### config.mk
export PLATFORM = sky130hd
export DESIGN_NAME = reg_bcd_formatter
export DESIGN_NICKNAME = d
export VERILOG_FILES = /design/src/rtl/reg_bcd_pkg.sv /design/src/rtl/bcd_add3_digit.sv /design/src/rtl/reg_bcd_formatter.sv
export SDC_FILE = /design/constraint.sdc
export NUM_CORES = 1
export LEC_CHECK = 0
export ABC_AREA = 1
export ABC_CLOCK_PERIOD_IN_PS = 1900
export CORE_MARGIN = 8
export CORE_UTILIZATION = 30
export CTS_BUF_LIST = sky130_fd_sc_hd__clkbuf_4 sky130_fd_sc_hd__clkbuf_8
export CTS_CLUSTER_SIZE = 14
export DETAILED_ROUTE_END_ITERATION = 10
export SLEW_MARGIN = 0
export SYNTH_ARGS = -nofsm -noshare
export SYNTH_HDL_FRONTEND = slang
export SYNTH_SLANG_ARGS = --single-unit
### constraint.sdc
create_clock -name i_clk -period 1.9 [get_ports i_clk]
set_input_delay 0.38 -clock i_clk [delete_from_list [all_inputs] [get_ports i_clk]]
set_output_delay 0.38 -clock i_clk [all_outputs]
set_load 0.1 [all_outputs]
### src/rtl/reg_bcd_pkg.sv
// Shared constants for the register-observation BCD formatter.
// Holds the FSM encoding, the BCD special codes and the default sizes.
package reg_bcd_pkg;

   localparam int unsigned DATA_W_DEF     = 32;
   localparam int unsigned NUM_DIGITS_DEF = 10;

   localparam logic [1:0] ST_IDLE   = 2'd0;
   localparam logic [1:0] ST_CONV   = 2'd1;
   localparam logic [1:0] ST_FINISH = 2'd2;

   localparam logic [3:0] BCD_BLANK = 4'hF;
   localparam logic [3:0] BCD_NINE  = 4'd9;

   // Double-dabble pre-shift correction for one BCD digit
   function automatic logic [3:0] bcd_add3(input logic [3:0] d);
      return (d >= 4'd5) ? (d + 4'd3) : d;
   endfunction

endpackage

### src/rtl/bcd_add3_digit.sv
// Combinational add-3 correction for a single BCD digit of the
// double-dabble accumulator.
module bcd_add3_digit
   import reg_bcd_pkg::*;
(
   input  logic [3:0] i_digit,
   output logic [3:0] o_digit_c
);

   assign o_digit_c = bcd_add3(i_digit);

endmodule

### src/rtl/reg_bcd_formatter.sv
// Iterative binary-to-BCD converter feeding the debug LCD path.
// Optional macro REG_BCD_LEADING_ZERO_BLANK_EN blanks leading zero digits.
module reg_bcd_formatter
   import reg_bcd_pkg::*;
#(
   parameter int unsigned NUM_DIGITS = NUM_DIGITS_DEF,
   parameter int unsigned DATA_W     = DATA_W_DEF
)
(
   input  logic                    i_clk,
   input  logic                    i_reset,
   input  logic                    i_start,
   input  logic [DATA_W-1:0]       i_value,
   input  logic                    i_signed_mode,
   output logic                    o_busy,
   output logic                    o_done,
   output logic                    o_sign,
   output logic [4*NUM_DIGITS-1:0] o_digits,
   output logic                    o_overflow
);

   localparam int unsigned ACC_W = 4 * NUM_DIGITS;
   localparam int unsigned CNT_W = (DATA_W > 1) ? $clog2(DATA_W) : 1;

   logic [1:0]        r_state,    w_state_nxt;
   logic [DATA_W-1:0] r_mag,      w_mag_nxt;
   logic [ACC_W-1:0]  r_acc,      w_acc_nxt;
   logic [CNT_W-1:0]  r_cnt,      w_cnt_nxt;
   logic              r_sign_int, w_sign_int_nxt;
   logic              r_zero,     w_zero_nxt;
   logic              r_ovf,      w_ovf_nxt;
   logic              r_busy,     w_busy_nxt;
   logic              r_done,     w_done_nxt;
   logic              r_sign,     w_sign_nxt;
   logic [ACC_W-1:0]  r_digits,   w_digits_nxt;
   logic              r_overflow, w_overflow_nxt;

   logic              w_neg;
   logic [DATA_W-1:0] w_mag_in;
   logic [ACC_W-1:0]  w_acc_adj;
   logic [ACC_W-1:0]  w_final;

   // Magnitude of the incoming word; 2^(DATA_W-1) stays representable as unsigned
   assign w_neg    = i_signed_mode & i_value[DATA_W-1];
   assign w_mag_in = w_neg ? (~i_value + DATA_W'(1)) : i_value;

   for (genvar g = 0; g < NUM_DIGITS; g++) begin : g_add3
      bcd_add3_digit u_add3 (
         .i_digit   (r_acc[4*g +: 4]),
         .o_digit_c (w_acc_adj[4*g +: 4])
      );
   end

   // Result word presented at FINISH: saturation, then optional blanking
   always_comb begin
`ifdef REG_BCD_LEADING_ZERO_BLANK_EN
      logic w_lead;
      w_lead  = 1'b1;
`endif
      w_final = r_acc;
      if (r_ovf) begin
         w_final = {NUM_DIGITS{BCD_NINE}};
      end else begin
`ifdef REG_BCD_LEADING_ZERO_BLANK_EN
         for (int i = int'(NUM_DIGITS) - 1; i >= 1; i--) begin
            if (w_lead && (r_acc[4*i +: 4] == 4'd0)) begin
               w_final[4*i +: 4] = BCD_BLANK;
            end else begin
               w_lead = 1'b0;
            end
         end
`endif
      end
   end

   // Next-state and next-output logic
   always_comb begin
      w_state_nxt    = r_state;
      w_mag_nxt      = r_mag;
      w_acc_nxt      = r_acc;
      w_cnt_nxt      = r_cnt;
      w_sign_int_nxt = r_sign_int;
      w_zero_nxt     = r_zero;
      w_ovf_nxt      = r_ovf;
      w_done_nxt     = 1'b0;
      w_sign_nxt     = r_sign;
      w_digits_nxt   = r_digits;
      w_overflow_nxt = r_overflow;

      case (r_state)
         ST_IDLE: begin
            if (i_start) begin
               w_mag_nxt      = w_mag_in;
               w_sign_int_nxt = w_neg;
               w_zero_nxt     = (w_mag_in == '0);
               w_acc_nxt      = '0;
               w_ovf_nxt      = 1'b0;
               w_cnt_nxt      = CNT_W'(DATA_W - 1);
               w_state_nxt    = ST_CONV;
            end
         end
         ST_CONV: begin
            // A set bit leaving the top digit means the value does not fit
            w_acc_nxt = {w_acc_adj[ACC_W-2:0], r_mag[DATA_W-1]};
            w_mag_nxt = r_mag << 1;
            w_ovf_nxt = r_ovf | w_acc_adj[ACC_W-1];
            w_cnt_nxt = r_cnt - CNT_W'(1);
            if (r_cnt == '0) begin
               w_state_nxt = ST_FINISH;
            end
         end
         ST_FINISH: begin
            w_done_nxt     = 1'b1;
            w_sign_nxt     = r_sign_int & ~r_zero;
            w_digits_nxt   = w_final;
            w_overflow_nxt = r_ovf;
            w_state_nxt    = ST_IDLE;
         end
         default: begin
            w_state_nxt = ST_IDLE;
         end
      endcase

      w_busy_nxt = (w_state_nxt != ST_IDLE);
   end

   always_ff @(posedge i_clk or negedge i_reset) begin
      if (!i_reset) begin
         r_state    <= ST_IDLE;
         r_mag      <= '0;
         r_acc      <= '0;
         r_cnt      <= '0;
         r_sign_int <= 1'b0;
         r_zero     <= 1'b0;
         r_ovf      <= 1'b0;
         r_busy     <= 1'b0;
         r_done     <= 1'b0;
         r_sign     <= 1'b0;
         r_digits   <= '0;
         r_overflow <= 1'b0;
      end else begin
         r_state    <= w_state_nxt;
         r_mag      <= w_mag_nxt;
         r_acc      <= w_acc_nxt;
         r_cnt      <= w_cnt_nxt;
         r_sign_int <= w_sign_int_nxt;
         r_zero     <= w_zero_nxt;
         r_ovf      <= w_ovf_nxt;
         r_busy     <= w_busy_nxt;
         r_done     <= w_done_nxt;
         r_sign     <= w_sign_nxt;
         r_digits   <= w_digits_nxt;
         r_overflow <= w_overflow_nxt;
      end
   end

   assign o_busy     = r_busy;
   assign o_done     = r_done;
   assign o_sign     = r_sign;
   assign o_digits   = r_digits;
   assign o_overflow = r_overflow;

endmodule
# After elaboration in Yosys (flattened, before gate mapping)
# Index checks and enable logic that the tools add are counted.
[classes]
add_sub_neg = 12
magnitude_cmp = 10
eq_ne = 3
muxes = 24
bitwise_logic = 5
reduce_logical = 7
[ops]
columns = ["op", "count"]
rows = [
  ["two-way mux 40 bit", 2],
  ["one-hot mux 40 bit (2 select lines)", 1],
  ["two-way mux 32 bit", 2],
  ["one-hot mux 32 bit (2 select lines)", 1],
  ["adder 4 x 2 -> 4 bit (second input constant)", 10],
  ["greater-or-equal comparator 4 x 3 -> 1 bit (second input constant)", 10],
  ["two-way mux 4 bit", 10],
  ["adder 32 x 1 -> 32 bit (second input constant)", 1],
  ["zero test 32 bit", 1],
  ["inverter 32 bit", 1],
  ["one-hot mux 5 bit (2 select lines)", 1],
  ["zero test 5 bit", 1],
  ["two-way mux 5 bit", 1],
  ["subtractor 5 x 1 -> 5 bit (second input constant)", 1],
  ["two-way mux 2 bit", 2],
  ["one-hot mux 2 bit (2 select lines)", 1],
  ["AND reduction 2 bit", 2],
  ["nonzero test 2 bit", 2],
  ["bitwise AND 1 bit", 2],
  ["== test 2 x 1 -> 1 bit (second input constant)", 1],
  ["== test 2 bit (second input constant)", 1],
  ["zero test 2 bit", 1],
  ["two-way mux 1 bit", 2],
  ["!= test 2 bit (second input constant)", 1],
  ["3 further kinds", 3],
]
[word_totals]
regBits = 126
input_bits = 36
output_inout_bits = 44
wordCells = 73

# Logic depth before layout (Yosys ltp)
[logic_depth]
word_depth = 5
mapped_depth = 15
mapped_depth_nobuf = 15

# By module
# From an unflattened synthesis, not the netlist that was laid out.
[hier_totals]
hier_cells = 1009
hier_area_um2 = 7519.7
[modules_own_cells]
columns = ["mod", "n_inst", "cells_each", "area_each_um2", "seq_area_each_um2"]
rows = [
  ["reg_bcd_formatter", 1, 779, 6168.4, 3153.0],
  ["bcd_add3_digit", 10, 23, 135.1, 0.0],
]

# Worst setup path after synthesis
# Ideal clock, no wire load.
[synth_timing]
kind = "in2reg"
start = "in i_value[0]"
end = "reg r_zero"
arrival_time_ns = 1.551
path_slack_ns = 0.283
cell_stages = 14
path_buffers = 0
cell_sequence = "inv_1 > ha_1 > nand2_2 > nor2_4 > nand2_2 > nand2_4 > nand2_2 > nand2_1 > nand2_1 > nor2_1 > nand2_1 > nor2_1 > nand3_1 > nand2_1"
[synth_via]
elab_chain_len = 4
[synth_lines]
columns = ["element", "line", "text"]
rows = [
  ["start: declaration", "reg_bcd_formatter.sv:13", "input logic [DATA_W-1:0] i_value,"],
  ["inverter 32 bit", "reg_bcd_formatter.sv:45", "assign w_mag_in = w_neg ? (~i_value + DATA_W'(1)) : i_value;"],
  ["adder 32 x 1 -> 32 bit", "reg_bcd_formatter.sv:45", ""],
  ["two-way mux 32 bit *", "reg_bcd_formatter.sv:45", ""],
  ["zero test 32 bit *", "reg_bcd_formatter.sv:95", "w_zero_nxt = (w_mag_in == '0);"],
  ["end signal: assignment", "reg_bcd_formatter.sv:147", "r_zero <= w_zero_nxt;"],
  ["end: declaration", "reg_bcd_formatter.sv:30", "logic r_zero, w_zero_nxt;"],
]
# Every way passes the cells marked *; elsewhere a longest branch is shown, timed or not.
# A chain may end at the register's enable or synchronous reset.

# Worst setup path in the final report
[layout_timing]
start = "in i_value[14]"
end = "reg r_zero"
# The elaborated chain is that of the path after synthesis.

==> results.yml <==
yosys:
  muxShareOfSynthArea: 0
  synth_area_mm2: 0.00692
  yosys.area_share.simple: 0.293
  synth_cells: 925
  synth_enable_flop_cells: 0
  ys_warn_count: 0
  seq_area_frac_synth: 0.455
  synthAdderAreaFrac: 0.0434
  synth_top_family_by_area: "simple AND/OR/NAND/NOR gates"
  async_flop_share: 1.00
  synth_area_leaders: "dfrtp_1, nand2_1, o21ai_0, nand3_1, nor2_1"
  yosys.area.top_type_share: 0.455
  synth_top_area_cell: "dfrtp_1"
  synthFlopType: "dfrtp_1"
  syn_area_per_cell_um2: 7.48
  synth-xor-area-share: 0.0139
  yosysMostFrequentCell: "nand2_1"
  synth_compound_area_frac: 0.115
  syn_nets: 985
  synth_common_cells: "nand2_1, dfrtp_1, nor2_1"
  ys_ff_latch: 126
  synth_cell_types: 32
critical_path:
  cp-start-kind: "primary input"
  arrival_ns: 2.15
  worstPathRequired_ns: 2.28
  path_class: "in -> reg"
  worstPathCellList: "clkdlybuf4s50_1, nor2_1, nand2_1, o21ai_0, nand2_1, nand2_1, nand2_1, nor2_1, nand2_1, nor2_1, nand3_1, nand2_1"
  crit_fanout: 4
  rr_endpoint: "r_acc[37]$_DFFE_PN0P_"
  slowest_delay_ns: 0.49
  critPathCaptureType: "register"
  cpMostUsedCell: "nand2_1"
  critPathSlowestCell: "clkdlybuf4s50_1"
  rr_worst_depth: 8
  reg2reg_from: "r_acc[36]$_DFFE_PN0P_"
  rrSetupSlack_ns: 0.44
placement:
  place_hpwl_mm: 13.2
  io_buffers: 79
  dp_cells: 1341
  gp_congestion: 0.908
global_routing:
  antenna_found_initial: 0
  grt_usage: 0.129
  grt_pass1_vias: 6114
  grt-ovfl-total: 0
  grt_pass1_wl_mm: 30.1
  grt_max_degree: 45
power:
  ir_drop_mv: 0.556
  clock_power_share: 0.223
  p_switching_uw: 4430
  seqPwrFrac: 0.365
  pwr_density_cell_mw_per_mm2: 1200
  p_leak_uw: 0.00454
  intPower_uw: 6760
  p_total_uw: 11200
  swShare: 0.396
  p_comb_frac: 0.412
floorplan:
  rows: 55
  coreArea_mm2: 0.0226
  die_area_mm2: 0.0282
  die_w_um: 168
  io_pins: 80
  start_util: 0.306
  die_y_um: 168
timing:
  timing.final.max_slew_violations: 0
  rsz0062_at_grt: "false"
  period_needed_ns: 1.77
  finalHoldViolCount: 0
  fin_crit_sh: 0.931
  clock_skew_ns: 0.00756
  setup_violations: 0
  whs_ns: 0.407
  slew_headroom: 0.592
  tightest_slew_ns: 0.611
  max_freq_ghz: 0.565
clocking:
  root_buffer: "clkbuf_8"
  clk_pin_slew_ns: 0.07
  clock_sinks: 126
  cts_buffers: 17
  cts_tree: "yes"
  clk_latency_ns: 0.44
  post-cts-setup-buffers: 0
  h-tree-depth: 4
  clk_path_buf_depth: 2
drt:
  first_iter_violations: 397
  via_per_inst: 4.58
  via_count: 6295
  antenna_left: 0
  drt-total-wl_mm: 17.7
  routedWlPerCell_um: 12.8
  drc: 0
  drtPass1Iterations: 5
run_status:
  outcome: "completed"
layout:
  syn_to_final_growth_pct: 35.1
  final_core_util: 0.413
  drive_gt1_frac: 0.177
  diodes: 0
  final_net_count: 1136
  fin_cells: 1374
worst_hold_path:
  hold_class: "in -> async"
job:
  cap_violations: 0
==> power groups by stage <==
| stage | Sequential (uW) | Clock [uW] | Combinational, uW |
|---|---|---|---|
| 5_1_grt | 4200 | 2690 | 5320 |
| 3_5_place_dp | 4120 | 0 | 4600 |
| 3_3_place_gp | 4090 | 0 | 4480 |
| 6_report | 4090 | 2500 | 4610 |
| 4_1_cts | 4080 | 2580 | 4630 |
| 2_1_floorplan | 4070 | 0 | 3270 |
==> kinds of logic after synthesis <==
kind of cell,Yosys count
XOR/XNOR,11
adder cells (fa/ha/maj),24
flip-flops,126
AND/OR/NAND/NOR,484
buffers and inverters,138
AO/OA/AOI/OAI,142
==> area by class of cell <==
type	count	area, um2
Clock buffer	20	275
Clock inverter	12	158
Fill cell	2291	13300
Inverter	107	402
Multi-Input combinational cell	661	3260
Sequential cell	126	3150
Tap cell	285	357
Timing Repair Buffer	163	1750
==> through the flow <==
| step | setup TNS, ns | area (um2) | setup WS (ns) |
|---|---|---|---|
| global route | 0 | 9350 | 0.00217 |
| detailed placement | -4.41 | 8880 | -0.340 |
| global placement | -3.71 | 8880 | -0.366 |
| finish | 0 | 9350 | 0.131 |
| CTS | 0 | 9320 | 0.142 |
| floorplan | 0 | 6920 | 0.283 |
==> registers in the layout, summed over array words and instances (netlist names) <==
name        flops
o_busy          1
o_digits       40
o_done          1
o_overflow      1
o_sign          1
r_acc          40
r_cnt           5
r_mag          32
r_ovf           1
r_sign_int      1
r_state         2
r_zero          1
==> timing repair <==
item	4_1_cts	5_1_grt
endpoints found under the setup margin	0	1
hold buffers	1	0
endpoints found under the hold margin	25	0
resized for setup	0	8
==> cell usage in the layout (no fill, tap or decap), types with 4 or more instances in the layout <==
master	count
o22ai_1	9
nor2_4	4
clkbuf_8	20
ha_1	23
o32ai_1	10
nand3_1	82
o21ai_0	88
dfrtp_1	126
inv_1	102
clkdlybuf4s50_1	34
buf_12	35
a21oi_1	21
nand2_2	10
nor2_2	9
nand3b_1	7
buf_4	93
xor2_1	11
nand2_1	262
inv_2	5
nor2_1	102
o211ai_1	6
==> how the worst max path moves through the flow <==
stage | depth (start not counted) | from | end | slack (ns)
2_1_floorplan | 14 | i_value[0] | r_zero$_DFFE_PN0P_ | 0.28
3_3_place_gp | 13 | i_value[14] | r_zero$_DFFE_PN0P_ | -0.37
3_5_place_dp | 13 | i_value[14] | r_zero$_DFFE_PN0P_ | -0.34
4_1_cts | 13 | i_value[14] | r_zero$_DFFE_PN0P_ | 0.14
5_1_grt | 12 | i_value[14] | r_zero$_DFFE_PN0P_ | 0.002
6_report | 12 | i_value[14] | r_zero$_DFFE_PN0P_ | 0.13
==> worst max-delay path, delay by kind of cell <==
family,cells,cell delay (ns)
AOI/OAI and AO/OA,1,0.29
buffers and inverters,1,0.49
and+or+nand+nor,10,0.98
==> layer usage <==
metal / share of wire / up-vias / track usage
met5: 0 / - / 0
met4: 0.014 / 0 / 0.0400
met3: 0.049 / 20 / 0.0344
met2: 0.43 / 148 / 0.197
met1: 0.50 / 2861 / 0.174
li1: - / 3266 / -
No activity file was read; power rests on OpenSTA's default activity.
